==> src/rtl/bk_pkg.sv <==
// Shared types for the backup-RAM sector sequencer.
// FSM state and transfer direction enums.
package bk_pkg;

    typedef enum logic [2:0] {
        ST_IDLE,
        ST_ISSUE,
        ST_WAIT_RISE,
        ST_WAIT_FALL,
        ST_FINISH
    } bk_state_t;

    typedef enum logic {
        BK_LOAD,
        BK_SAVE
    } bk_mode_t;

endpackage

==> src/rtl/bk_edge_sync.sv <==
// Registered edge detector, qualified by an enable.
// A level already high when ena rises never produces an edge.
module bk_edge_sync (
    input  logic clk_sys,
    input  logic reset_n,
    input  logic din,
    input  logic ena,
    output logic rise,
    output logic fall
);

    logic din_q, din_d;
    logic prev_q, prev_d;
    logic ena_q, ena_d;

    always_comb begin
        din_d  = din;
        prev_d = din_q;
        ena_d  = ena;
    end

    always_ff @(posedge clk_sys or negedge reset_n) begin
        if (!reset_n) begin
            din_q  <= 1'b0;
            prev_q <= 1'b0;
            ena_q  <= 1'b0;
        end else begin
            din_q  <= din_d;
            prev_q <= prev_d;
            ena_q  <= ena_d;
        end
    end

    assign rise = din_q & ~prev_q & ena_q;
    assign fall = ~din_q & prev_q & ena_q;

endmodule

==> src/rtl/bk_sector_ctrl.sv <==
// Save-state / backup-RAM sector sequencer towards hps_io.
// Streams one slot of sectors, with autosave and ack watchdog.
module bk_sector_ctrl
    import bk_pkg::*;
#(
    parameter int          SLOT_BITS = 2,
    parameter int          SECT_BITS = 6,
    parameter int          LBA_W     = 32,
    parameter logic [23:0] HOLDOFF   = 24'd5000000,
    parameter logic [23:0] ACK_TMO   = 24'd16000000
) (
    input  logic                 clk_sys,
    input  logic                 reset_n,
    input  logic                 bk_ena,
    input  logic [SLOT_BITS-1:0] slot,
    input  logic                 load_req,
    input  logic                 save_req,
    input  logic                 autosave_en,
    input  logic                 dirty_set,
    input  logic                 sd_ack,
    output logic [LBA_W-1:0]     sd_lba,
    output logic                 sd_rd,
    output logic                 sd_wr,
    output logic                 bk_loading,
    output logic                 bk_state,
    output logic [SECT_BITS-1:0] sector,
    output logic                 done,
    output logic                 err
);

    localparam int PAD_W = LBA_W - SLOT_BITS - SECT_BITS;

    bk_state_t            state_q, state_d;
    bk_mode_t             mode_q, mode_d;
    logic [SLOT_BITS-1:0] slot_q, slot_d;
    logic [SECT_BITS-1:0] sector_q, sector_d;
    logic                 rd_q, rd_d;
    logic                 wr_q, wr_d;
    logic                 busy_q, busy_d;
    logic                 loading_q, loading_d;
    logic                 done_q, done_d;
    logic                 err_q, err_d;
    logic                 dirty_q, dirty_d;
    logic [23:0]          hold_q, hold_d;
    logic [23:0]          wd_q, wd_d;

    logic load_rise, save_rise;
    logic ack_rise, ack_fall;
    logic unused_fall_ld, unused_fall_sv;
    logic auto_go, wd_expired;

    bk_edge_sync u_load (
        .clk_sys (clk_sys),
        .reset_n (reset_n),
        .din     (load_req),
        .ena     (bk_ena),
        .rise    (load_rise),
        .fall    (unused_fall_ld)
    );

    bk_edge_sync u_save (
        .clk_sys (clk_sys),
        .reset_n (reset_n),
        .din     (save_req),
        .ena     (bk_ena),
        .rise    (save_rise),
        .fall    (unused_fall_sv)
    );

    bk_edge_sync u_ack (
        .clk_sys (clk_sys),
        .reset_n (reset_n),
        .din     (sd_ack),
        .ena     (1'b1),
        .rise    (ack_rise),
        .fall    (ack_fall)
    );

    assign auto_go    = autosave_en & dirty_q & bk_ena
                      & (hold_q == HOLDOFF);
    assign wd_expired = (wd_q >= ACK_TMO - 24'd1);

    always_comb begin
        state_d   = state_q;
        mode_d    = mode_q;
        slot_d    = slot_q;
        sector_d  = sector_q;
        rd_d      = rd_q;
        wr_d      = wr_q;
        busy_d    = busy_q;
        loading_d = loading_q;
        done_d    = 1'b0;
        err_d     = err_q;
        dirty_d   = dirty_q;
        hold_d    = hold_q;
        wd_d      = '0;

        if (dirty_set) begin
            dirty_d = 1'b1;
            hold_d  = '0;
        end else if (hold_q != HOLDOFF) begin
            hold_d = hold_q + 24'd1;
        end

        unique case (state_q)
            ST_IDLE: begin
                if (load_rise | save_rise | auto_go) begin
                    mode_d    = load_rise ? BK_LOAD : BK_SAVE;
                    slot_d    = slot;
                    sector_d  = '0;
                    err_d     = 1'b0;
                    busy_d    = 1'b1;
                    loading_d = load_rise;
                    state_d   = ST_ISSUE;
                end
            end
            ST_ISSUE: begin
                rd_d    = (mode_q == BK_LOAD);
                wr_d    = (mode_q == BK_SAVE);
                state_d = ST_WAIT_RISE;
            end
            ST_WAIT_RISE: begin
                if (ack_rise) begin
                    rd_d    = 1'b0;
                    wr_d    = 1'b0;
                    state_d = ST_WAIT_FALL;
                end else if (wd_expired) begin
                    rd_d      = 1'b0;
                    wr_d      = 1'b0;
                    err_d     = 1'b1;
                    busy_d    = 1'b0;
                    loading_d = 1'b0;
                    state_d   = ST_IDLE;
                end else begin
                    wd_d = wd_q + 24'd1;
                end
            end
            ST_WAIT_FALL: begin
                if (ack_fall) begin
                    if (&sector_q) begin
                        state_d = ST_FINISH;
                    end else if (!bk_ena) begin
                        // Enable lost: this sector is done, stop cleanly.
                        err_d     = 1'b1;
                        busy_d    = 1'b0;
                        loading_d = 1'b0;
                        state_d   = ST_IDLE;
                    end else begin
                        sector_d = sector_q + SECT_BITS'(1);
                        state_d  = ST_ISSUE;
                    end
                end else if (wd_expired) begin
                    rd_d      = 1'b0;
                    wr_d      = 1'b0;
                    err_d     = 1'b1;
                    busy_d    = 1'b0;
                    loading_d = 1'b0;
                    state_d   = ST_IDLE;
                end else begin
                    wd_d = wd_q + 24'd1;
                end
            end
            ST_FINISH: begin
                done_d    = 1'b1;
                busy_d    = 1'b0;
                loading_d = 1'b0;
                if (mode_q == BK_SAVE && !dirty_set) begin
                    dirty_d = 1'b0;
                end
                state_d = ST_IDLE;
            end
            default: begin
                state_d = ST_IDLE;
            end
        endcase
    end

    always_ff @(posedge clk_sys or negedge reset_n) begin
        if (!reset_n) begin
            state_q   <= ST_IDLE;
            mode_q    <= BK_LOAD;
            slot_q    <= '0;
            sector_q  <= '0;
            rd_q      <= 1'b0;
            wr_q      <= 1'b0;
            busy_q    <= 1'b0;
            loading_q <= 1'b0;
            done_q    <= 1'b0;
            err_q     <= 1'b0;
            dirty_q   <= 1'b0;
            hold_q    <= '0;
            wd_q      <= '0;
        end else begin
            state_q   <= state_d;
            mode_q    <= mode_d;
            slot_q    <= slot_d;
            sector_q  <= sector_d;
            rd_q      <= rd_d;
            wr_q      <= wr_d;
            busy_q    <= busy_d;
            loading_q <= loading_d;
            done_q    <= done_d;
            err_q     <= err_d;
            dirty_q   <= dirty_d;
            hold_q    <= hold_d;
            wd_q      <= wd_d;
        end
    end

    assign sd_lba     = {{PAD_W{1'b0}}, slot_q, sector_q};
    assign sd_rd      = rd_q;
    assign sd_wr      = wr_q;
    assign bk_loading = loading_q;
    assign bk_state   = busy_q;
    assign sector     = sector_q;
    assign done       = done_q;
    assign err        = err_q;

endmodule

==> config.mk <==
export PLATFORM = sky130hd
export DESIGN_NAME = bk_sector_ctrl
export DESIGN_NICKNAME = d
export VERILOG_FILES = /design/src/rtl/bk_pkg.sv /design/src/rtl/bk_edge_sync.sv /design/src/rtl/bk_sector_ctrl.sv
export SDC_FILE = /design/constraint.sdc
export NUM_CORES = 1
export LEC_CHECK = 0
export CORE_ASPECT_RATIO = 0.9
export CORE_MARGIN = 8
export CORE_UTILIZATION = 48
export CTS_CLUSTER_SIZE = 8
export DETAILED_ROUTE_END_ITERATION = 12
export PLACE_DENSITY = 0.74
export SYNTH_ARGS = -nofsm -noshare
export SYNTH_HDL_FRONTEND = slang
export SYNTH_SLANG_ARGS = --single-unit
==> constraint.sdc <==
create_clock -name clk_sys -period 2.35 [get_ports clk_sys]
set_input_delay 0.3525 -clock clk_sys [delete_from_list [all_inputs] [get_ports clk_sys]]
set_output_delay 0.3525 -clock clk_sys [all_outputs]
set_load 0.005 [all_outputs]
==> impl_metrics.env, run 1 <==
export IMPL_status="completed"
export IMPL_relSlewSlack_pct=61.3
export IMPL_syn_to_final_growth_pct=12.3
export IMPL_grt_pass1_vias=2977
export IMPL_antenna_cells=0
export IMPL_yosysUniqueCellTypes=57
export IMPL_netlist_area_um2=4010
export IMPL_final_util_pct=55.8
export IMPL_reg2reg_from="hold_q[4]"
export IMPL_clock_skew_ns=0.0159
export IMPL_path_class="reg2reg"
export IMPL_grt_max_degree=45
export IMPL_yosysSeqAreaShare_pct=46.8
export IMPL_fin_crit_sh_pct=84.9
export IMPL_vias_per_cell=5.40
export IMPL_start_kind="flip-flop"
export IMPL_cp_required_ns=2.57
export IMPL_dp_hpwl_mm=5.61
export IMPL_design_core_area_um2=8070
export IMPL_wl_per_cell_um=14.5
export IMPL_maxCapViolCount=0
export IMPL_clock_latency_ns=0.34
export IMPL_nets=449
export IMPL_numCtsBuffers=9
export IMPL_dr_pass1_iters=4
export IMPL_design_area_um2=4500
export IMPL_power_share_combinational_pct=19.9
export IMPL_die_area_um2=11500
export IMPL_p_sw_share_pct=28.0
export IMPL_die_w_um=112
export IMPL_reg2reg_slack_ns=0.35
export IMPL_synth_edff_count=0
export IMPL_dr_total_vias=2911
export IMPL_routed_wirelength_mm=7.84
export IMPL_rsz0062_at_grt="no"
export IMPL_hold_violations=0
export IMPL_drt_iter0_drc=100
export IMPL_gp_congestion=0.790
export IMPL_ios=54
export IMPL_clkPwrFrac_pct=33.1
export IMPL_cts_setup_buffers=0
export IMPL_pwr_share_seq_pct=47.1
export IMPL_dpl_cell_area_um2=4280
export IMPL_antenna_found_initial=0
export IMPL_start_util_pct=49.7
export IMPL_ant_nets=0
export IMPL_fin_setup_tns_ns=0
export IMPL_grt_usage_pct=14.2
export IMPL_cts_resized=0
export IMPL_nFillCells=715
export IMPL_cp_arrival_ns=2.21
export IMPL_layout_min_cycle_time_ns=2.00
export IMPL_grt_pass1_wl_mm=13.4
export IMPL_cts_sinks=75
export IMPL_max_clock_freq_mhz=501
export IMPL_reg2reg_to="bk_loading"
export IMPL_synth_async_reset_ratio_pct=100
export IMPL_clk_pin_slew_worst_paths_ns=0.08
export IMPL_postSynthAreaPerCell_um2=9.87
export IMPL_cts_tree="yes"
export IMPL_worst_path_max_fanout=6
export IMPL_cts_hold_buf=0
export IMPL_drive_above_1_share_pct=10.7
export IMPL_ys_seq_elements=75
export IMPL_yosysWarnings=0
export IMPL_power_density_nw_per_um2=727
export IMPL_min_path_type="in2async"
export IMPL_cp_end_kind="flip-flop"
export IMPL_p_leak_nw=1.86
export IMPL_p_int_w=0.00236
export IMPL_r2r_cells=6
export IMPL_syn_inst=406
export IMPL_die_height_um=103
export IMPL_ir_drop_uv=380
export IMPL_slew_viol_final=0
export IMPL_ctsLongestPathBuffers=2
export IMPL_synthFlopType="dfrtp_1"
export IMPL_tightestPinTransition_ns=0.573
export IMPL_power_net_switching_w=0.000917
export IMPL_h_tree_depth=3
export IMPL_route_detailed_drc=0
export IMPL_grt_overflow_total=0
export IMPL_cts_root_buf="clkbuf_8"
export IMPL_numPortBuffers=29
export IMPL_rows=31
export IMPL_final_setup_viol_count=0
## registers in the layout, indices dropped and copies added (netlist names), 2 cells and up
signal and cells:
state_q 3, wd_q 24, sector 6, hold_q 24, slot_q 2
## critical path: stages, from the launching register on
cell and delay (ns):
dfrtp_1 0.44, nor4b_1 0.47, nand4_1 0.27, o21ai_2 0.29
buf_4 0.19, mux2i_1 0.18, a31oi_1 0.05
## cell usage after synthesis (3+ instances only)
| master | n | area, µm² |
|---|---|---|
| dfrtp_1 | 75 | 1880 |
| nor2_1 | 54 | 203 |
| buf_4 | 31 | 233 |
| xnor2_1 | 26 | 228 |
| nand2_1 | 25 | 93.8 |
| nand3_1 | 19 | 95.1 |
| o21ai_0 | 19 | 95.1 |
| nor3_1 | 16 | 80.1 |
| a21oi_1 | 15 | 75.1 |
| inv_1 | 13 | 48.8 |
| xor2_1 | 11 | 96.3 |
| or3_1 | 9 | 56.3 |
| nand4_1 | 7 | 43.8 |
| nor2b_1 | 6 | 37.5 |
| nand3b_1 | 5 | 37.5 |
| buf_2 | 4 | 20.0 |
| clkbuf_1 | 4 | 15.0 |
| ha_1 | 4 | 50.1 |
| nor4_4 | 4 | 85.1 |
| a31oi_1 | 3 | 18.8 |
| and3_1 | 3 | 18.8 |
| and4_1 | 3 | 26.3 |
| mux2i_1 | 3 | 30.0 |
| nand4_2 | 3 | 37.5 |
## worst max path at each step
stage / to / slack (ns) / start
2_1_floorplan: wd_q[14] / 0.61 / wd_q[0]
3_3_place_gp: bk_loading / 0.40 / bk_ena
3_5_place_dp: bk_loading / 0.32 / bk_ena
4_1_cts: wd_q[12] / 0.34 / wd_q[0]
5_1_grt: wd_q[2] / 0.18 / wd_q[0]
6_report: bk_loading / 0.35 / hold_q[4]
## logic make-up after synthesis
| logic type | share of synthesized area, % |
|---|---|
| compound gates | 8.55 |
| xor+xnor | 8.08 |
| fa+ha+maj | 1.25 |
| buf+inv | 8.46 |
| flops | 46.8 |
| mux | 1.31 |
| other cells | 0.187 |
| simple gates | 25.3 |
## metal layers
| layer | up-vias | GRT usage, % | share of wire, % |
|---|---|---|---|
| met5 | - | 0 | 0 |
| met4 | 0 | 5.49 | 0.84 |
| met3 | 6 | 4.10 | 5.2 |
| met2 | 68 | 23.7 | 48 |
| met1 | 1424 | 17.2 | 46 |
| li1 | 1413 | - | - |
## stage by stage
stage / cells / hold slack, ns / total power, W / setup slack [ns]
2_1_floorplan: 429 / 0.0569 / 0.00196 / 0.606
3_3_place_gp: 523 / 0.358 / 0.00220 / 0.397
3_5_place_dp: 523 / 0.368 / 0.00222 / 0.325
4_1_cts: 539 / 0.0164 / 0.00332 / 0.344
5_1_grt: 539 / 0.0530 / 0.00345 / 0.177
6_report: 539 / 0.0109 / 0.00327 / 0.355
## power by group through the flow
stage / sequential [W] / clock (W) / combinational, W
final: 0.00154 / 0.00108 / 0.000650
after global routing: 0.00156 / 0.00116 / 0.000733
after CTS: 0.00154 / 0.00112 / 0.000660
after detailed placement: 0.00156 / 0 / 0.000654
after global placement: 0.00156 / 0 / 0.000645
after floorplan: 0.00151 / 0 / 0.000444
## cell type report
cell class | instances | area (µm²) | share of cell area [%]
Inverter | 13 | 48.8 | 1.08
Tap cell | 99 | 124 | 2.75
Clock buffer | 12 | 145 | 3.22
Multi-Input combinational cell | 300 | 1880 | 41.8
Timing Repair Buffer | 36 | 353 | 7.84
Sequential cell | 75 | 1880 | 41.7
Clock inverter | 4 | 73.8 | 1.64
## cell usage in the layout, fill, tap and decap left out, drive strengths merged, types with 13 or more instances in the layout
master / count
clkdlybuf4s50: 28
nand2: 25
dfrtp: 75
inv: 13
conb: 25
a21oi: 15
nor3: 17
nand3: 20
o21ai: 21
xnor2: 26
nor2: 54
No activity file was read; power rests on OpenSTA's default activity.
==> inputs of run 2 (changes only) <==
--- a/config.mk
+++ b/config.mk
@@ -10,7 +10,7 @@
 export CORE_UTILIZATION = 48
 export CTS_CLUSTER_SIZE = 8
 export DETAILED_ROUTE_END_ITERATION = 12
-export PLACE_DENSITY = 0.74
+export PLACE_DENSITY = 0.77
 export SYNTH_ARGS = -nofsm -noshare
 export SYNTH_HDL_FRONTEND = slang
 export SYNTH_SLANG_ARGS = --single-unit
==> constraint.sdc (replaced) <==
create_clock -name clk_sys -period 1.65 [get_ports clk_sys]
set_input_delay 0.2475 -clock clk_sys [delete_from_list [all_inputs] [get_ports clk_sys]]
set_output_delay 0.2475 -clock clk_sys [all_outputs]
set_load 0.005 [all_outputs]
==> impl_metrics.env, run 2 (same netlist as run 1, synthesis figures left out) <==
export IMPL_status="finished with violations"
export IMPL_violations="setup timing"
export IMPL_numPortBuffers=29
export IMPL_die_height_um=103
export IMPL_start_kind="flip-flop"
export IMPL_finalPower_w=0.00543
export IMPL_power_density_nw_per_um2=953
export IMPL_maxCapViolCount=0
export IMPL_min_path_type="in2reg"
export IMPL_syn_to_final_growth_pct=42.3
export IMPL_rsz0062_at_grt="yes"
export IMPL_final_cell_mix="dfrtp_1, buf_4, nor2_1, clkdlybuf4s50_1, conb_1"
export IMPL_clock_skew_ns=0.00743
export IMPL_grt_max_degree=32
export IMPL_clkPwrFrac_pct=28.9
export IMPL_ant_nets=0
export IMPL_power_share_combinational_pct=31.1
export IMPL_cp_arrival_ns=2.01
export IMPL_ir_drop_uv=535
export IMPL_numCtsBuffers=9
export IMPL_max_clock_freq_mhz=565
export IMPL_gp_congestion=0.814
export IMPL_drt_iter0_drc=183
export IMPL_pwr_share_seq_pct=40.0
export IMPL_dr_total_vias=3404
export IMPL_grt_met1_usage_pct=19.6
export IMPL_ctsLongestPathBuffers=2
export IMPL_crit_path_cell_trace="inv_2, ha_4, and4bb_2, nand4_1, buf_6, o21ai_4, buf_6, nand3b_1, nand3_1"
export IMPL_grt_usage_pct=16.9
export IMPL_cp_required_ns=1.89
export IMPL_cts_tree="yes"
export IMPL_antenna_found_initial=0
export IMPL_grt_pass1_vias=3284
export IMPL_dp_hpwl_mm=6.23
export IMPL_grt_util_met2_pct=29.5
export IMPL_multi_input_area_um2=2350
export IMPL_path_class="reg2reg"
export IMPL_layout_min_cycle_time_ns=1.77
export IMPL_die_w_um=112
export IMPL_relSlewSlack_pct=66.0
export IMPL_grt_overflow_total=0
export IMPL_design_core_area_um2=8070
export IMPL_nets=532
export IMPL_p_int_w=0.00378
export IMPL_use_met3_pct=5.09
export IMPL_slew_viol_final=0
export IMPL_worst_path_max_fanout=5
export IMPL_regArea_um2=1880
export IMPL_worst_path_largest_cell_delay_ns=0.41
export IMPL_place_ws_ns=-0.163
export IMPL_die_area_um2=11500
export IMPL_route_detailed_drc=0
export IMPL_dr_pass1_iters=5
export IMPL_antenna_cells=0
export IMPL_hold_violations=0
export IMPL_drive_above_1_share_pct=37.0
export IMPL_h_tree_depth=3
export IMPL_cp_end_kind="flip-flop"
export IMPL_ios=54
export IMPL_crit_top_cell="buf_6"
export IMPL_slowest_stage="dfrtp_1"
export IMPL_p_leak_nw=2.52
export IMPL_layout_commonest_cell="dfrtp_1"
export IMPL_power_net_switching_w=0.00166
export IMPL_grt_pass1_wl_mm=15.6
export IMPL_tightestPinTransition_ns=0.505
export IMPL_fin_ws_ns=-0.120
export IMPL_top_usage_layer="met2"
export IMPL_final_setup_viol_count=46
export IMPL_routed_wirelength_mm=10.6
export IMPL_fin_setup_tns_ns=-2.07
export IMPL_fin_crit_sh_pct=107
export IMPL_wl_per_cell_um=17.1
export IMPL_p_sw_share_pct=30.5
export IMPL_clk_pin_slew_worst_paths_ns=0.08
export IMPL_rows=31
export IMPL_cts_root_buf="clkbuf_8"
export IMPL_nFillCells=544
export IMPL_vias_per_cell=5.48
export IMPL_clock_latency_ns=0.36
export IMPL_cts_sinks=75
export IMPL_start_util_pct=49.7
run 2: repair_timing:
| item | CTS | global route |
|---|---|---|
| resized for setup | 39 | 68 |
| buffers inserted | 5 | 8 |
| setup endpoints to repair | 35 | 59 |
| gates cloned | 2 | 3 |
| pin swaps | 23 | 36 |
| hold endpoints to repair | 29 | 0 |
| hold buffers | 1 | 0 |
run 2: area by class of cell:
class                           count  share of cell area [%]
Sequential cell                    75                    32.9
Clock buffer                       10                    2.41
Tap cell                           99                    2.17
Inverter                           13                   0.855
Clock inverter                      5                    1.36
Multi-Input combinational cell    302                    41.1
Timing Repair Buffer              117                    19.1
run 2: power by group through the flow:
stage | logic [W] | clock network [W] | registers (W)
after floorplan | 0.000640 | 0 | 0.00216
after global placement | 0.00123 | 0 | 0.00218
after detailed placement | 0.00126 | 0 | 0.00219
after CTS | 0.00133 | 0.00159 | 0.00216
after global routing | 0.00182 | 0.00167 | 0.00219
final | 0.00169 | 0.00157 | 0.00217
run 2: through the flow:
| step | std cells | hold slack [ns] | util, % | instance area (µm²) |
|---|---|---|---|---|
| floorplan | 429 | -0.0481 | - | 4130 |
| global placement | 587 | 0.210 | 59.8 | 4830 |
| finish | 621 | 0.327 | 70.7 | 5700 |
| global route | 621 | 0.306 | 70.7 | 5700 |
| CTS | 610 | 0.325 | 65.7 | 5300 |
| detailed placement | 587 | 0.214 | 59.8 | 4830 |
run 2: metal layers:
metal	share of wire, %	vias up
met5	0	-
met4	2.4	0
met3	5.7	24
met2	51	105
met1	41	1695
li1	-	1580
run 2: path summary, 6_finish.rpt:
kind | startpoint | to | slack (ns) | cells after the start
max in group asynchronous | reset_n | wd_q[16] | 0.71 | 3
worst min-delay path | sd_ack | u_ack.din_q | 0.33 | 1
worst min register to register | u_save.din_q | u_save.prev_q | 0.38 | 0
min in group asynchronous | reset_n | u_load.din_q | 0.37 | 2
worst max-delay path | hold_q[0] | sector[4] | -0.12 | 9
worst max register to register | hold_q[0] | sector[4] | -0.12 | 9
run 2: worst max-delay path, delay by kind of cell, from the launching register on:
kind,cells,cell delay [ns]
AND/OR/NAND/NOR,4,0.48
flip-flops,1,0.41
buffers and inverters,3,0.40
AO/OA/AOI/OAI,1,0.25
adder cells (fa/ha/maj),1,0.12
